File: config.mk
export PLATFORM = sky130hd
export DESIGN_NAME = note_detector
export DESIGN_NICKNAME = d
export VERILOG_FILES = /design/src/rtl/note_detector.sv
export SDC_FILE = /design/constraint.sdc
export NUM_CORES = 1
export LEC_CHECK = 0
export ABC_AREA = 1
export CAP_MARGIN = 10
export CORE_MARGIN = 2
export CORE_UTILIZATION = 35
export CTS_BUF_LIST = sky130_fd_sc_hd__clkbuf_16
export DETAILED_ROUTE_END_ITERATION = 10
export SLEW_MARGIN = 20
export SYNTH_ARGS = -nofsm -noshare
export SYNTH_HDL_FRONTEND = slang
export SYNTH_SLANG_ARGS = --single-unit
File: constraint.sdc
create_clock -name CLK -period 4.5 [get_ports CLK]
set_clock_uncertainty 0.15 [all_clocks]
set_input_delay 0.9 -clock CLK [delete_from_list [all_inputs] [get_ports CLK]]
set_output_delay 0.9 -clock CLK [all_outputs]
set_load 0.05 [all_outputs]
File: src/rtl/note_detector.sv
// note_detector: counts set pixels of the binary filter output inside one
// rectangular window per note lane and reports a lane bitmap once per frame.
// Timing inputs are delayed to line up with the filter output before the
// pixel position is tracked.
module note_detector #(
  parameter int          LANES        = 5,
  parameter logic [10:0] LANE_X0      = 11'd400,
  parameter logic [10:0] LANE_WIDTH   = 11'd32,
  parameter logic [10:0] LANE_PITCH   = 11'd96,
  parameter logic [10:0] ROW_Y        = 11'd600,
  parameter logic [10:0] ROW_HEIGHT   = 11'd8,
  parameter logic [15:0] COUNT_THRESH = 16'd64,
  parameter int          PIPE_DELAY   = 2
) (
  input  logic             CLK,
  input  logic             RST,
  input  logic             VSync,
  input  logic             VDE,
  input  logic             ProcessIn,
  input  logic             Enable,
  output logic [LANES-1:0] Notes,
  output logic             NotesValid
);

  // Detection band rows as 12-bit constants so the upper bound cannot wrap.
  localparam logic [11:0] ROW_LO = {1'b0, ROW_Y};
  localparam logic [11:0] ROW_HI = ROW_LO + {1'b0, ROW_HEIGHT} - 12'd1;

  logic             d_vsync;
  logic             d_vde;
  logic             vsync_p0;
  logic             vsync_p1;
  logic             vde_p0;
  logic             frame_evt;
  logic             line_end;
  logic [10:0]      x;
  logic [10:0]      y;
  logic             in_rows;
  logic             armed;
  logic [LANES-1:0] hit;
  logic [15:0]      acc      [LANES];
  logic [15:0]      acc_next [LANES];

  function automatic logic [10:0] sat_inc11(input logic [10:0] v);
    return (v == 11'h7FF) ? v : v + 11'd1;
  endfunction

  function automatic logic [15:0] sat_inc16(input logic [15:0] v);
    return (v == 16'hFFFF) ? v : v + 16'd1;
  endfunction

  function automatic logic [11:0] lane_lo(input int i);
    return {1'b0, LANE_X0} + 12'(i) * {1'b0, LANE_PITCH};
  endfunction

  function automatic logic [11:0] lane_hi(input int i);
    return lane_lo(i) + {1'b0, LANE_WIDTH} - 12'd1;
  endfunction

  generate
    if (PIPE_DELAY == 0) begin : g_nodly
      assign d_vsync = VSync;
      assign d_vde   = VDE;
    end else begin : g_dly
      logic [PIPE_DELAY-1:0] vsync_dly;
      logic [PIPE_DELAY-1:0] vde_dly;

      // Delay the timing signals by the filter latency
      always_ff @(posedge CLK or posedge RST) begin
        if (RST) begin
          vsync_dly <= '0;
          vde_dly   <= '0;
        end else begin
          vsync_dly[0] <= VSync;
          vde_dly[0]   <= VDE;
          for (int k = 1; k < PIPE_DELAY; k++) begin
            vsync_dly[k] <= vsync_dly[k-1];
            vde_dly[k]   <= vde_dly[k-1];
          end
        end
      end

      assign d_vsync = vsync_dly[PIPE_DELAY-1];
      assign d_vde   = vde_dly[PIPE_DELAY-1];
    end
  endgenerate

  // Edge-detection history of the delayed timing signals
  always_ff @(posedge CLK or posedge RST) begin
    if (RST) begin
      vsync_p0 <= 1'b0;
      vsync_p1 <= 1'b0;
      vde_p0   <= 1'b0;
    end else begin
      vsync_p0 <= d_vsync;
      vsync_p1 <= vsync_p0;
      vde_p0   <= d_vde;
    end
  end

  // A held-high sync gives a single event because only the rise is taken.
  assign frame_evt = vsync_p0 & ~vsync_p1;
  assign line_end  = ~d_vde & vde_p0;

  // Pixel position tracking: x per active pixel, y per line, frame clears both
  always_ff @(posedge CLK or posedge RST) begin
    if (RST) begin
      x <= '0;
      y <= '0;
    end else if (frame_evt) begin
      x <= '0;
      y <= '0;
    end else if (d_vde) begin
      x <= sat_inc11(x);
    end else if (line_end) begin
      x <= '0;
      y <= sat_inc11(y);
    end
  end

  assign in_rows = ({1'b0, y} >= ROW_LO) && ({1'b0, y} <= ROW_HI);

  // Per-lane window hit and next accumulator value
  always_comb begin
    hit = '0;
    for (int i = 0; i < LANES; i++) begin
      hit[i] = d_vde & ProcessIn & Enable & in_rows &
               ({1'b0, x} >= lane_lo(i)) & ({1'b0, x} <= lane_hi(i));
      acc_next[i] = hit[i] ? sat_inc16(acc[i]) : acc[i];
    end
  end

  // Accumulate hits, and at each frame event publish the lane decisions
  always_ff @(posedge CLK or posedge RST) begin
    if (RST) begin
      armed      <= 1'b0;
      Notes      <= '0;
      NotesValid <= 1'b0;
      for (int i = 0; i < LANES; i++) acc[i] <= '0;
    end else begin
      NotesValid <= 1'b0;
      if (frame_evt) begin
        armed <= 1'b1;
        if (armed && Enable) begin
          NotesValid <= 1'b1;
          for (int i = 0; i < LANES; i++) Notes[i] <= (acc_next[i] >= COUNT_THRESH);
        end
      end
      for (int i = 0; i < LANES; i++) acc[i] <= (frame_evt || !Enable) ? 16'd0 : acc_next[i];
    end
  end

endmodule

==> results by stage <==
Clock tree:
- The number of cells upsized or downsized after cts is 0.
- The post-CTS clock slew at the launch and capture registers of the worst setup and hold paths is 0.05 ns.
- In this run the deepest clock path goes through 2 buffers.
- The setup fix buffers added after clock tree synthesis is 0.
- In this run the clock root is driven by a clkbuf_16.
- The latest clock arrival within the worst-skew pair is 0.42 ns.
- The number of CTS-inserted buffers is 17.
- The clock drives 116 sinks.
- TritonCTS built the clock tree.
- The quantity of hold-fixing buffers added after cts is 0.
- CTS built an H-tree with a depth of 4.

Power:
- The largest vdd supply drop is 0.216 mV.
- For this design the static power due to leakage is 0.00403 uW.
- Power spread over the standard cell area amounts to 306 nW/um2.

Synth:
- The synthesized area is 7640 um2.
- The share of synthesized area in the top cell type comes to 0.380.
- When the netlist entered floorplanning its net count stood at 1160.
- The share of synthesized flip-flops with an asynchronous set or reset is 1.00.
- The sequential share of the synthesized area is 0.380.
- In the synthesized netlist the dominant register cell turns out to be dfrtp_1.
- Synthesis instantiated 43 different standard cells from the library.
- Sorting the synthesized cells by area gives the leading types as dfrtp_1, nand2_1, nor2_1.
- The biggest area consumer among synthesized cells is dfrtp_1.
- A synthesized cell averages 6.67 um2.
- The flip-flop and latch count after synthesis is 116.
- The number of enable-type register cells in the synthesized netlist is 0.
- The synthesis warning total is 0.
- Synthesis produced a netlist whose cell count is 1145.

STA:
- At the pin with the least slew margin, the transition time is 0.883 ns.
- The count of endpoints failing hold in the final timing report is 0.
- The clock period could shrink to 2.76 ns.
- The upper clock frequency limit is 0.362 GHz.
- The number of max-slew violations in the final report is 0.
- The worst slew margin relative to its limit is 0.410.
- Setup violations remaining at the end of the flow were counted as 0.
- Dividing the final minimum period by the clock period gives 0.613.
- Setup total negative slack on the finished layout was measured at 0 ns.
- Setup repair after global routing left no endpoint under its margin.

GRT:
- The total track usage is 0.176.
- In this run the most used layer during global routing was met2.
- The maximum number of pins on one net before global-route repair is 49.
- The initial antenna violation count is 0.
- In the global route stage, met1 resource usage came out at 0.240.
- In the global route stage, met2 resource usage came out at 0.284.
- The first global-routing pass estimated 32.4 mm of wire.
- Summed over all layers, the global routing overflow is 0.
- In the global route stage, met3 resource usage came out at 0.0293.
- The number of global-route vias before repair came to 6771.

Worst hold path:
- The origin of the worst min-delay path is g_dly.vsync_dly[1].
- The worst min-delay path endpoint is vsync_p0.
- In this run the worst hold path is classified as reg -> reg.
- The worst hold path passes through 0 cells.

Critical path:
- Across all register-to-register paths, the minimum setup slack is 1.89 ns.
- The cell depth of the worst flop-to-flop path is 16.
- At the worst endpoint, the required time is 4.66 ns.
- The endpoint identified for the worst register-to-register timing path is Notes[4].
- STA classifies the critical path startpoint as a primary input.
- The launching point of the worst reg2reg path is x[1].
- At the worst endpoint, the arrival time is 2.92 ns.
- The worst setup path is captured at a register.
- Along the worst path, the maximum fanout reaches 5.
- The critical setup path kind is in -> reg.

Detailed routing:
- The count of unresolved DRC violations after routing is 0.
- The violation count after the first detailed-route iteration is 357.
- The final route contains 7137 vias.
- The via-per-instance ratio is 4.88.
- The detailed-routing iteration count for the pre-antenna-repair pass is 5.
- The post-route antenna net violation count is 0.
- The average wire per cell in the routed design is 12.8 um.
- The total wire length after detailed routing is 18.7 mm.

Cells and area:
- The library cells used most frequently in the layout, excluding fill and tap cells, are nand2_1, nor2_1, inv_1, dfrtp_1, nand3_1.
- The most common cell after layout, fill and taps aside is nand2_1.
- The area growth from synthesis to final layout is 14.1%.
- The number of diodes added for antenna fixing is 0.
- Of the cells placed in the final design, the portion with a size suffix greater than 1 is 0.0778.
- For this run, the number of standard cells in the final layout without fillers is 1462.
- The final-stage net count is 1184.

Floorplan:
- Pin placement for this block handled 12 I/O pins.
- The total die area is 23000 um2.
- In this run the horizontal extent of the chip is 152 um.
- The core footprint is 21600 um2.
- The row count is 54.
- The die span in y is 152 um.
- The initial core utilization is 0.353.

Placed design:
- The global placer's final weighted congestion is 0.901.
- The total of buffers placed on input and output ports is 11.
- After detailed placement, the design holds a cell count of 1430.
- The final HPWL from detailed placement is 13.8 mm.

Job:
- Across the run, the number of max-cap violations was 0.

Run status:
- The run finished with clean final reports.
## metrics by stage
| stage | utilization | hold slack (ns) | setup slack (ns) | power (uW) | instance area (um2) |
|---|---|---|---|---|---|
| after floorplan | - | 0.181 | 0.378 | 1180 | 7640 |
| after global placement | 0.374 | 0.184 | 1.30 | 1230 | 8100 |
| after detailed placement | 0.374 | 0.187 | 1.28 | 1230 | 8100 |
| after CTS | 0.403 | 0.198 | 1.74 | 2700 | 8720 |
| after global routing | 0.403 | 0.213 | 1.49 | 2760 | 8720 |
| final | 0.403 | 0.198 | 1.74 | 2670 | 8720 |
## sequential cells by signal, indices dropped and copies added (netlist names)
| name | cells |
|---|---|
| vde_p0 | 1 |
| NotesValid | 1 |
| vsync_p0 | 1 |
| x | 11 |
| g_dly.vde_dly | 2 |
| y | 11 |
| armed | 1 |
| acc | 80 |
| Notes | 5 |
| vsync_p1 | 1 |
| g_dly.vsync_dly | 2 |
## logic make-up after synthesis
| logic type | Yosys count | share of synthesized area |
|---|---|---|
| DFF | 116 | 0.380 |
| xor gates and xnor gates | 10 | 0.0115 |
| and+or+nand+nor | 702 | 0.412 |
| buffers and inverters | 186 | 0.0922 |
| adders and majority gates | 9 | 0.0147 |
| AOI/OAI and AO/OA | 122 | 0.0902 |
## worst max path at each step
stage / startpoint / end / cells after the start
detailed placement: ProcessIn / Notes[1] / 16
global placement: Enable / Notes[4] / 18
finish: ProcessIn / Notes[0] / 16
floorplan: RST / NotesValid / 1
global route: ProcessIn / Notes[0] / 16
CTS: ProcessIn / Notes[1] / 16
## report_power, final
part / internal, uW / switching, uW
clock network: 966 / 489
registers: 1060 / 16.2
logic: 34.8 / 96.5
## metal layers
layer,vias to the layer above,part of all wire
li1,3702,-
met1,3284,0.49
met2,127,0.45
met3,24,0.037
met4,0,0.017
met5,-,0
## final cells by class
cell class / count / area (um2)
Clock inverter: 15 / 196
Sequential cell: 116 / 2900
Inverter: 175 / 659
Fill cell: 2256 / 12900
Clock buffer: 17 / 425
Multi-Input combinational cell: 843 / 4040
Timing Repair Buffer: 16 / 148
Tap cell: 280 / 350
## cells in the mapped netlist (2+ instances only)
cell      count
inv_2        10
nor3_2        2
ha_1          9
o21ai_1       3
dfrtp_1     116
o21ai_2       2
a21oi_1      52
nor4_1        4
nand2_1     308
and2_1        2
inv_1       165
clkbuf_1      7
a221oi_1      2
nand2_4       3
nand3_4       2
buf_2         2
nand3_1      95
and3_1        2
nand3_2       2
o221a_2       2
o21ai_0      44
xor2_1       10
nor2_4       13
nor2_2        8
nand2_2      11
a211oi_1      6
o21bai_1      3
o21a_1        2
nand3b_1      3
nand4_1      36
nor2_1      186
nor3_1       22
## critical path, cell delays in order
cell and delay [ns]:
clkdlybuf4s50_1 0.51, nand2_1 0.07, inv_1 0.05, nand2_1 0.04, nor2_1 0.18, nand3_4 0.19
nor2_4 0.21, nand2_4 0.10, inv_2 0.10, nand3_1 0.07, nand2_1 0.09, nand2_1 0.05
nor3_1 0.16, nand2_1 0.08, nand2_1 0.05, nand2_1 0.04
(Power assumes the default switching activity.)
